===== src/rtl/add32_seq_arb.sv =====
// rtl/add32_seq_arb.sv - two-requester shared adder, one SLICE_W slice per cycle
// Optional carry-out/overflow response outputs: define ADD_CARRY_OUT_EN.
module add32_seq_arb #(
    parameter int DATA_W  = 32,
    parameter int SLICE_W = 16
) (
    input  logic              clk,
    input  logic              rst_n,
    input  logic              req0_valid,
    output logic              req0_ready,
    input  logic [DATA_W-1:0] req0_a,
    input  logic [DATA_W-1:0] req0_b,
    input  logic              req1_valid,
    output logic              req1_ready,
    input  logic [DATA_W-1:0] req1_a,
    input  logic [DATA_W-1:0] req1_b,
    output logic              rsp_valid,
    input  logic              rsp_ready,
    output logic              rsp_id,
    output logic [DATA_W-1:0] rsp_sum,
`ifdef ADD_CARRY_OUT_EN
    output logic              rsp_cout,
    output logic              rsp_ovf,
`endif
    output logic              busy
);

    localparam int PASSES = DATA_W / SLICE_W;
    localparam int IDX_W  = (PASSES > 1) ? $clog2(PASSES) : 1;

    localparam logic [1:0] ST_IDLE = 2'd0;
    localparam logic [1:0] ST_RUN  = 2'd1;
    localparam logic [1:0] ST_DONE = 2'd2;

    logic [1:0]        state_q, state_d;
    logic [DATA_W-1:0] a_q, a_d;
    logic [DATA_W-1:0] b_q, b_d;
    logic [DATA_W-1:0] sum_q, sum_d;
    logic              id_q, id_d;
    logic              carry_q, carry_d;
    logic [IDX_W-1:0]  idx_q, idx_d;
    logic              rr_q, rr_d;
`ifdef ADD_CARRY_OUT_EN
    logic              cout_q, cout_d;
    logic              ovf_q, ovf_d;
`endif

    logic              idle;
    logic              grant_any;
    logic              grant_id;
    logic              last_pass;
    logic [31:0]       slice_off;
    logic [DATA_W-1:0] a_sh;
    logic [DATA_W-1:0] b_sh;
    logic [DATA_W-1:0] slice_mask;
    logic [SLICE_W-1:0] slice_a;
    logic [SLICE_W-1:0] slice_b;
    logic [SLICE_W:0]   slice_res;

    // Round-robin only matters on contention; a lone requester always wins.
    always_comb begin
        idle       = (state_q == ST_IDLE);
        grant_any  = req0_valid | req1_valid;
        grant_id   = (req0_valid & req1_valid) ? rr_q : req1_valid;
        req0_ready = rst_n & idle & grant_any & ~grant_id;
        req1_ready = rst_n & idle & grant_any & grant_id;
    end

    // Single SLICE_W-bit adder, steered by the pass index through shifts.
    always_comb begin
        slice_off  = 32'(idx_q) * 32'(SLICE_W);
        a_sh       = a_q >> slice_off;
        b_sh       = b_q >> slice_off;
        slice_a    = a_sh[SLICE_W-1:0];
        slice_b    = b_sh[SLICE_W-1:0];
        slice_res  = {1'b0, slice_a} + {1'b0, slice_b} + (SLICE_W+1)'(carry_q);
        slice_mask = DATA_W'({SLICE_W{1'b1}});
        last_pass  = (idx_q == IDX_W'(PASSES - 1));
    end

    always_comb begin
        state_d = state_q;
        a_d     = a_q;
        b_d     = b_q;
        sum_d   = sum_q;
        id_d    = id_q;
        carry_d = carry_q;
        idx_d   = idx_q;
        rr_d    = rr_q;
`ifdef ADD_CARRY_OUT_EN
        cout_d  = cout_q;
        ovf_d   = ovf_q;
`endif
        case (state_q)
            ST_IDLE: begin
                if (grant_any) begin
                    a_d     = grant_id ? req1_a : req0_a;
                    b_d     = grant_id ? req1_b : req0_b;
                    id_d    = grant_id;
                    carry_d = 1'b0;
                    idx_d   = '0;
                    rr_d    = ~grant_id;
                    state_d = ST_RUN;
                end
            end
            ST_RUN: begin
                sum_d   = (sum_q & ~(slice_mask << slice_off))
                        | (DATA_W'(slice_res[SLICE_W-1:0]) << slice_off);
                carry_d = slice_res[SLICE_W];
                idx_d   = idx_q + IDX_W'(1);
                if (last_pass) begin
                    carry_d = 1'b0;
                    idx_d   = '0;
                    state_d = ST_DONE;
`ifdef ADD_CARRY_OUT_EN
                    cout_d  = slice_res[SLICE_W];
                    ovf_d   = (a_q[DATA_W-1] == b_q[DATA_W-1])
                            & (slice_res[SLICE_W-1] != a_q[DATA_W-1]);
`endif
                end
            end
            ST_DONE: begin
                if (rsp_ready) begin
                    state_d = ST_IDLE;
                end
            end
            default: state_d = ST_IDLE;
        endcase
    end

    always_ff @(posedge clk or negedge rst_n) begin
        if (!rst_n) begin
            state_q <= ST_IDLE;
            a_q     <= '0;
            b_q     <= '0;
            sum_q   <= '0;
            id_q    <= 1'b0;
            carry_q <= 1'b0;
            idx_q   <= '0;
            rr_q    <= 1'b0;
`ifdef ADD_CARRY_OUT_EN
            cout_q  <= 1'b0;
            ovf_q   <= 1'b0;
`endif
        end else begin
            state_q <= state_d;
            a_q     <= a_d;
            b_q     <= b_d;
            sum_q   <= sum_d;
            id_q    <= id_d;
            carry_q <= carry_d;
            idx_q   <= idx_d;
            rr_q    <= rr_d;
`ifdef ADD_CARRY_OUT_EN
            cout_q  <= cout_d;
            ovf_q   <= ovf_d;
`endif
        end
    end

    assign rsp_valid = (state_q == ST_DONE);
    assign rsp_id    = id_q;
    assign rsp_sum   = sum_q;
    assign busy      = (state_q != ST_IDLE);
`ifdef ADD_CARRY_OUT_EN
    assign rsp_cout  = cout_q;
    assign rsp_ovf   = ovf_q;
`endif

endmodule


===== config.mk =====
export PLATFORM = sky130hd
export DESIGN_NAME = add32_seq_arb
export DESIGN_NICKNAME = d
export VERILOG_FILES = /design/src/rtl/add32_seq_arb.sv
export SDC_FILE = /design/constraint.sdc
export NUM_CORES = 1
export LEC_CHECK = 0
export CORE_MARGIN = 5
export CORE_UTILIZATION = 35
export DETAILED_ROUTE_END_ITERATION = 8
export PLACE_DENSITY = 0.73
export SLEW_MARGIN = 20
export SYNTH_ARGS = -nofsm -noshare
export SYNTH_HDL_FRONTEND = slang
export SYNTH_SLANG_ARGS = --single-unit

===== constraint.sdc =====
create_clock -name clk -period 3.7 [get_ports clk]
set_clock_uncertainty 0.1 [all_clocks]
set_input_delay 0.74 -clock clk [delete_from_list [all_inputs] [get_ports clk]]
set_output_delay 0.74 -clock clk [all_outputs]
set_load 0.02 [all_outputs]

==> results.md, run 1 <==
* Leading cell type in the layout, fill and taps excluded: clkdlybuf4s50_1
* DIE HEIGHT at 134 um
* Core area at 15200 um2
* Number of distinct library cells after synthesis at 49
* Place WS at 0.383 ns
* Post-CTS resize count at 0
* Die boundary width at 134 um
* Failing checks: design-rule violations
* Arrival @ worst endpoint at 2.49 ns
* Mapped Cells at 523
* Final GP Congestion at 0.927
* Minimum hold slack at 0.353 ns
* RSZ-0062 raised after global routing: false
* Gr usage total at 18.8%
* Fill count at 1367
* Outcome: finished with violations
* CP max FO at 3
* Tightest Pin Transition at 1.04 ns
* Netlist Area Pre-Place at 5410 um2
* Via Count at 4953
* Max Root-Sink Buffers at 2
* CTS Sinks at 102
* VDD IR max at 0.000340 V
* Initial DRC Count at 519
* IO buf count at 169
* Power Total at 7.52 mW
* Layout cells sized above 1 at 9.10%
* HP Class: in2async
* Most frequent cells in the layout: clkdlybuf4s50_1, dfrtp_1, inv_1, a222oi_1, nand2_1
* Syn_nets at 673
* F_max at 300 MHz
* Slew headroom at 30.4%
* Largest net degree at the start of global routing at 66
* Final setup violation count at 0
* Leak at 3.54 nW
* Vias in the first global route at 4987
* Sequential area share after synthesis at 47.2%
* CP required at 2.86 ns
* I/O Pins at 170
* Die ar. at 18000 um2
* Final min period at 3.33 ns
* Post-synth EDFFs at 0
* DR WL/cell at 19.3 um
* H-tree depth at 3
* Area grow syn2layout at 39.4%
* Drt drc at 6
* Drt first pass iters at 9
* CP Launch Type: input port
* Clock slew at reported path FFs at 0.07 ns
* Final hold violations at 0
* Crit path capture type: output pin
* HPWL Detailed at 13100 um
* Post-synth top flop: dfrtp_1
* Clk Latency, worst-skew pair at 0.35 ns
* Period utilization at 90.0%
* DR vias/cell at 5.70
* Global-route wire length before repair at 26800 um
* Max Slew Vio Count at 0
* Initial Util at 35.6%
* Final Non-Filler Cells at 869
* Post-CTS Setup Bufs at 0
* Synth Register Bits at 102
* Post-Place Cells at 853
* Yosys synthesis warning count at 0
* Wirelength, routed at 16800 um
* Clk Tree Root Cell: clkbuf_16
* Post-route ant nets at 0
* # nets final at 826
* Syn Area/Cell at 10.3 um2
* Cts bufs inserted at 9
* CTS Hold Buffers Added at 0
* FFs w/ async S/R, synth at 100%
* Initial antenna violation count at 0
* CTS tree: built
* Max Cap Viol at 0
* Power Density at 997 nW/um2
* TNS Setup at 0 ns
* # diodes at 0
* Rows at 45
* Critical Setup Path Class: in2out
* Total gr overflow at 0
* Setup WS post-layout at 0.370 ns
[worst max-delay path, cell delays in order]
cell and delay, ns:
clkdlybuf4s50_1 0.60, o21ai_0 0.19, nor2_4 0.15, and2_1 0.19, clkdlybuf4s50_1 0.62
[metrics by stage]
step	instance area [um2]	util, %
after global routing	7540	49.6
after detailed placement	7250	47.7
after global placement	7250	47.7
final	7540	49.6
after CTS	7540	49.6
after floorplan	5410	-
[kinds of logic (layout without fill, tap and decap cells)]
family | Yosys count | in the layout | synth area share [%]
AOI/OAI and AO/OA | 149 | 149 | 22.0
buffers and inverters | 108 | 266 | 8.84
and+or+nand+nor | 105 | 105 | 9.44
DFF | 102 | 102 | 47.2
muxes | 36 | 36 | 7.36
adders and majority gates | 17 | 17 | 4.21
xor gates and xnor gates | 6 | 6 | 0.972
[metal layers]
| metal | GRT usage, % | part of all wire (%) | vias up |
|---|---|---|---|
| met5 | 0 | 0 | - |
| met4 | 7.07 | 2.9 | 0 |
| met3 | 4.09 | 8.7 | 35 |
| met2 | 29.6 | 46 | 267 |
| met1 | 25.6 | 42 | 2366 |
| li1 | - | - | 2285 |
[worst paths after layout]
check,from,to,slack [ns],cells past startpoint
worst max-delay path,req1_valid,req1_ready,0.37,5
worst min-delay path,rst_n,async pin,0.35,2
worst max register to register,idx_q,carry_q,0.60,10
worst min register to register,flop,flop,0.38,2
max in group asynchronous,rst_n,a_q[25],1.96,3
min in group clk,flop,flop,0.38,2
[cell usage after synthesis, drive strengths merged (3+ instances only)]
master / instances / area share [%]
mux2i: 6 / 1.1
o211ai: 3 / 0.42
a21oi: 19 / 1.8
a21o: 9 / 1.2
nor2: 9 / 0.62
o21ai: 22 / 2.0
o31ai: 8 / 1.1
ha: 15 / 3.5
nand2: 50 / 3.5
a211oi: 3 / 0.42
mux2: 30 / 6.2
nand3: 13 / 1.2
and2: 3 / 0.35
xor2: 4 / 0.65
and3: 4 / 0.46
clkbuf: 30 / 3.2
buf: 7 / 0.72
a222oi: 64 / 12
nand2b: 3 / 0.35
a211o: 4 / 0.65
nand4: 11 / 1.3
o21a: 3 / 0.42
dfrtp: 102 / 47
or4: 3 / 0.42
inv: 71 / 4.9
[power by group]
group	internal (mW)	leakage [nW]	switching [mW]
registers	1.68	1.26	0.368
clock network	0.464	0.131	0.437
logic	1.91	2.14	2.66
[cell type report]
| cell class | count | area (um2) | share of cell area [%] |
|---|---|---|---|
| sequential | 102 | 2550 | 33.9 |
| multi-input combinational | 313 | 2410 | 32.0 |
| timing repair buffer | 179 | 1790 | 23.7 |
| inverter | 71 | 267 | 3.54 |
| tap | 188 | 235 | 3.12 |
| clock buffer | 9 | 225 | 2.99 |
| clock inverter | 7 | 61.3 | 0.813 |
Note: power is estimated with default switching activity, not from simulation.
==> run 2: changes to the inputs <==
--- a/config.mk
+++ b/config.mk
@@ -5,7 +5,6 @@
 export SDC_FILE = /design/constraint.sdc
 export NUM_CORES = 1
 export LEC_CHECK = 0
-export CORE_MARGIN = 5
 export CORE_UTILIZATION = 35
 export DETAILED_ROUTE_END_ITERATION = 8
 export PLACE_DENSITY = 0.73
==> run 2 against run 1 <==
The run now ends clean. Global-route usage increased by 2.6 points. Die area decreased by 12%. Sequential power about the same. Via count decreased by 2.2%. Highest routed layer unchanged. Largest cell class unchanged. Maximum frequency decreased by 0.13%. Final area decreased by 0.12%. Clock-buffer cell count increased by 1.
==> results.md, run 2 (same netlist as run 1, synthesis figures left out) <==
* Final GP Congestion at 0.842
* Leading cell type in the layout, fill and taps excluded: clkdlybuf4s50_1
* Setup WS post-layout at 0.365 ns
* HPWL Detailed at 12200 um
* Power Density at 999 nW/um2
* Largest net degree at the start of global routing at 73
* Minimum hold slack at 0.227 ns
* Post-CTS resize count at 0
* FF-to-FF path depth at 8
* Final min period at 3.33 ns
* Global-route wire length before repair at 26100 um
* Max Root-Sink Buffers at 2
* Core area at 15100 um2
* Outcome: complete, no violations
* TNS Setup at 0 ns
* Clk Tree Root Cell: clkbuf_16
* DR vias/cell at 5.57
* Drt first pass iters at 8
* HP Class: in2async
* Initial Util at 35.7%
* Layout cells sized above 1 at 9.09%
* CTS tree: built
* Crit path capture type: output pin
* Clk Latency, worst-skew pair at 0.36 ns
* Wirelength, routed at 16200 um
* I/O Pins at 170
* Drt drc at 0
* VDD IR max at 0.000412 V
* Slew headroom at 40.3%
* # nets final at 828
* Die boundary width at 126 um
* Vias in the first global route at 4984
* Place WS at 0.361 ns
* DIE HEIGHT at 126 um
* RSZ-0062 raised after global routing: false
* Leak at 3.54 nW
* Post-route ant nets at 0
* Final hold violations at 0
* CTS Sinks at 102
* Area grow syn2layout at 39.2%
* Worst R2R Start: idx_q
* DR WL/cell at 18.7 um
* Final setup violation count at 0
* Initial DRC Count at 585
* Arrival @ worst endpoint at 2.49 ns
* CP required at 2.86 ns
* Initial antenna violation count at 0
* CP max FO at 2
* F_max at 300 MHz
* Max Slew Vio Count at 0
* H-tree depth at 3
* CP Launch Type: input port
* Post-CTS Setup Bufs at 0
* IO buf count at 169
* # diodes at 0
* Clock slew at reported path FFs at 0.06 ns
* Via Count at 4846
* Total gr overflow at 0
* Most frequent cells in the layout: clkdlybuf4s50_1, dfrtp_1, inv_1, a222oi_1, nand2_1
* Cts bufs inserted at 9
* Critical Setup Path Class: in2out
* Gr usage total at 21.4%
* Period utilization at 90.1%
* Reg-to-reg setup timing slack at 0.66 ns
* Rows at 45
* Tightest Pin Transition at 0.895 ns
* CTS Hold Buffers Added at 0
* Die ar. at 16000 um2
* Max Cap Viol at 0
==> run 2: cell types whose count changed in the layout (fill, tap and decap cells not counted) <==
| cell | previous run | this run |
|---|---|---|
| clkinvlp_4 | 3 | 2 |
| clkinv_4 | 1 | 0 |
| bufinv_16 | 0 | 1 |
| clkbuf_1 | 0 | 1 |
| clkinv_8 | 1 | 0 |
| buf_4 | 9 | 13 |
| buf_12 | 2 | 0 |
==> run 2: area by class of cell <==
class                      instances  area, um2
fill                            1396       7620
clock inverter                     5       58.8
multi-input combinational        313       2410
clock buffer                      10        229
timing repair buffer             181       1780
inverter                          71        267
sequential                       102       2550
tap                              188        235
==> run 2: worst max path at each step <==
stage                     startpoint         end  slack, ns
after CTS                 req0_valid  req1_ready       0.36
final                     req0_valid  req1_ready       0.37
after global routing      req0_valid  req1_ready       0.31
after floorplan                idx_q     carry_q       0.60
after detailed placement  req0_valid  req1_ready       0.36
after global placement    req0_valid  req1_ready       0.35
==> run 2: worst max-delay path, cell delays in order <==
cell             delay [ns]
clkdlybuf4s50_1        0.54
inv_1                  0.10
o21ai_0                0.31
nor2_4                 0.07
and2_1                 0.19
clkdlybuf4s50_1        0.54
==> run 2: layer usage <==
| layer | vias up | track usage [%] | part of all wire [%] |
|---|---|---|---|
| li1 | 2278 | - | - |
| met4 | 0 | 8.01 | 2.7 |
| met3 | 29 | 5.57 | 6.4 |
| met2 | 197 | 34.3 | 47 |
| met5 | - | 0 | 0 |
| met1 | 2342 | 27.9 | 43 |
==> run 2: power by group <==
part | switching (mW) | total (mW) | leakage (nW) | internal, mW
clock network | 0.403 | 0.925 | 0.135 | 0.521
logic | 2.68 | 4.57 | 2.14 | 1.89
registers | 0.343 | 2.02 | 1.26 | 1.68
==> run 2: stage by stage <==
stage | total power [mW] | utilization (%) | std cells | cell area [um2]
6_report | 7.52 | 49.7 | 870 | 7530
5_1_grt | 8.14 | 49.7 | 870 | 7530
4_1_cts | 7.52 | 49.7 | 870 | 7530
3_5_place_dp | 6.56 | 47.8 | 855 | 7240
3_3_place_gp | 6.44 | 47.8 | 855 | 7240
2_1_floorplan | 5.10 | - | 523 | 5410
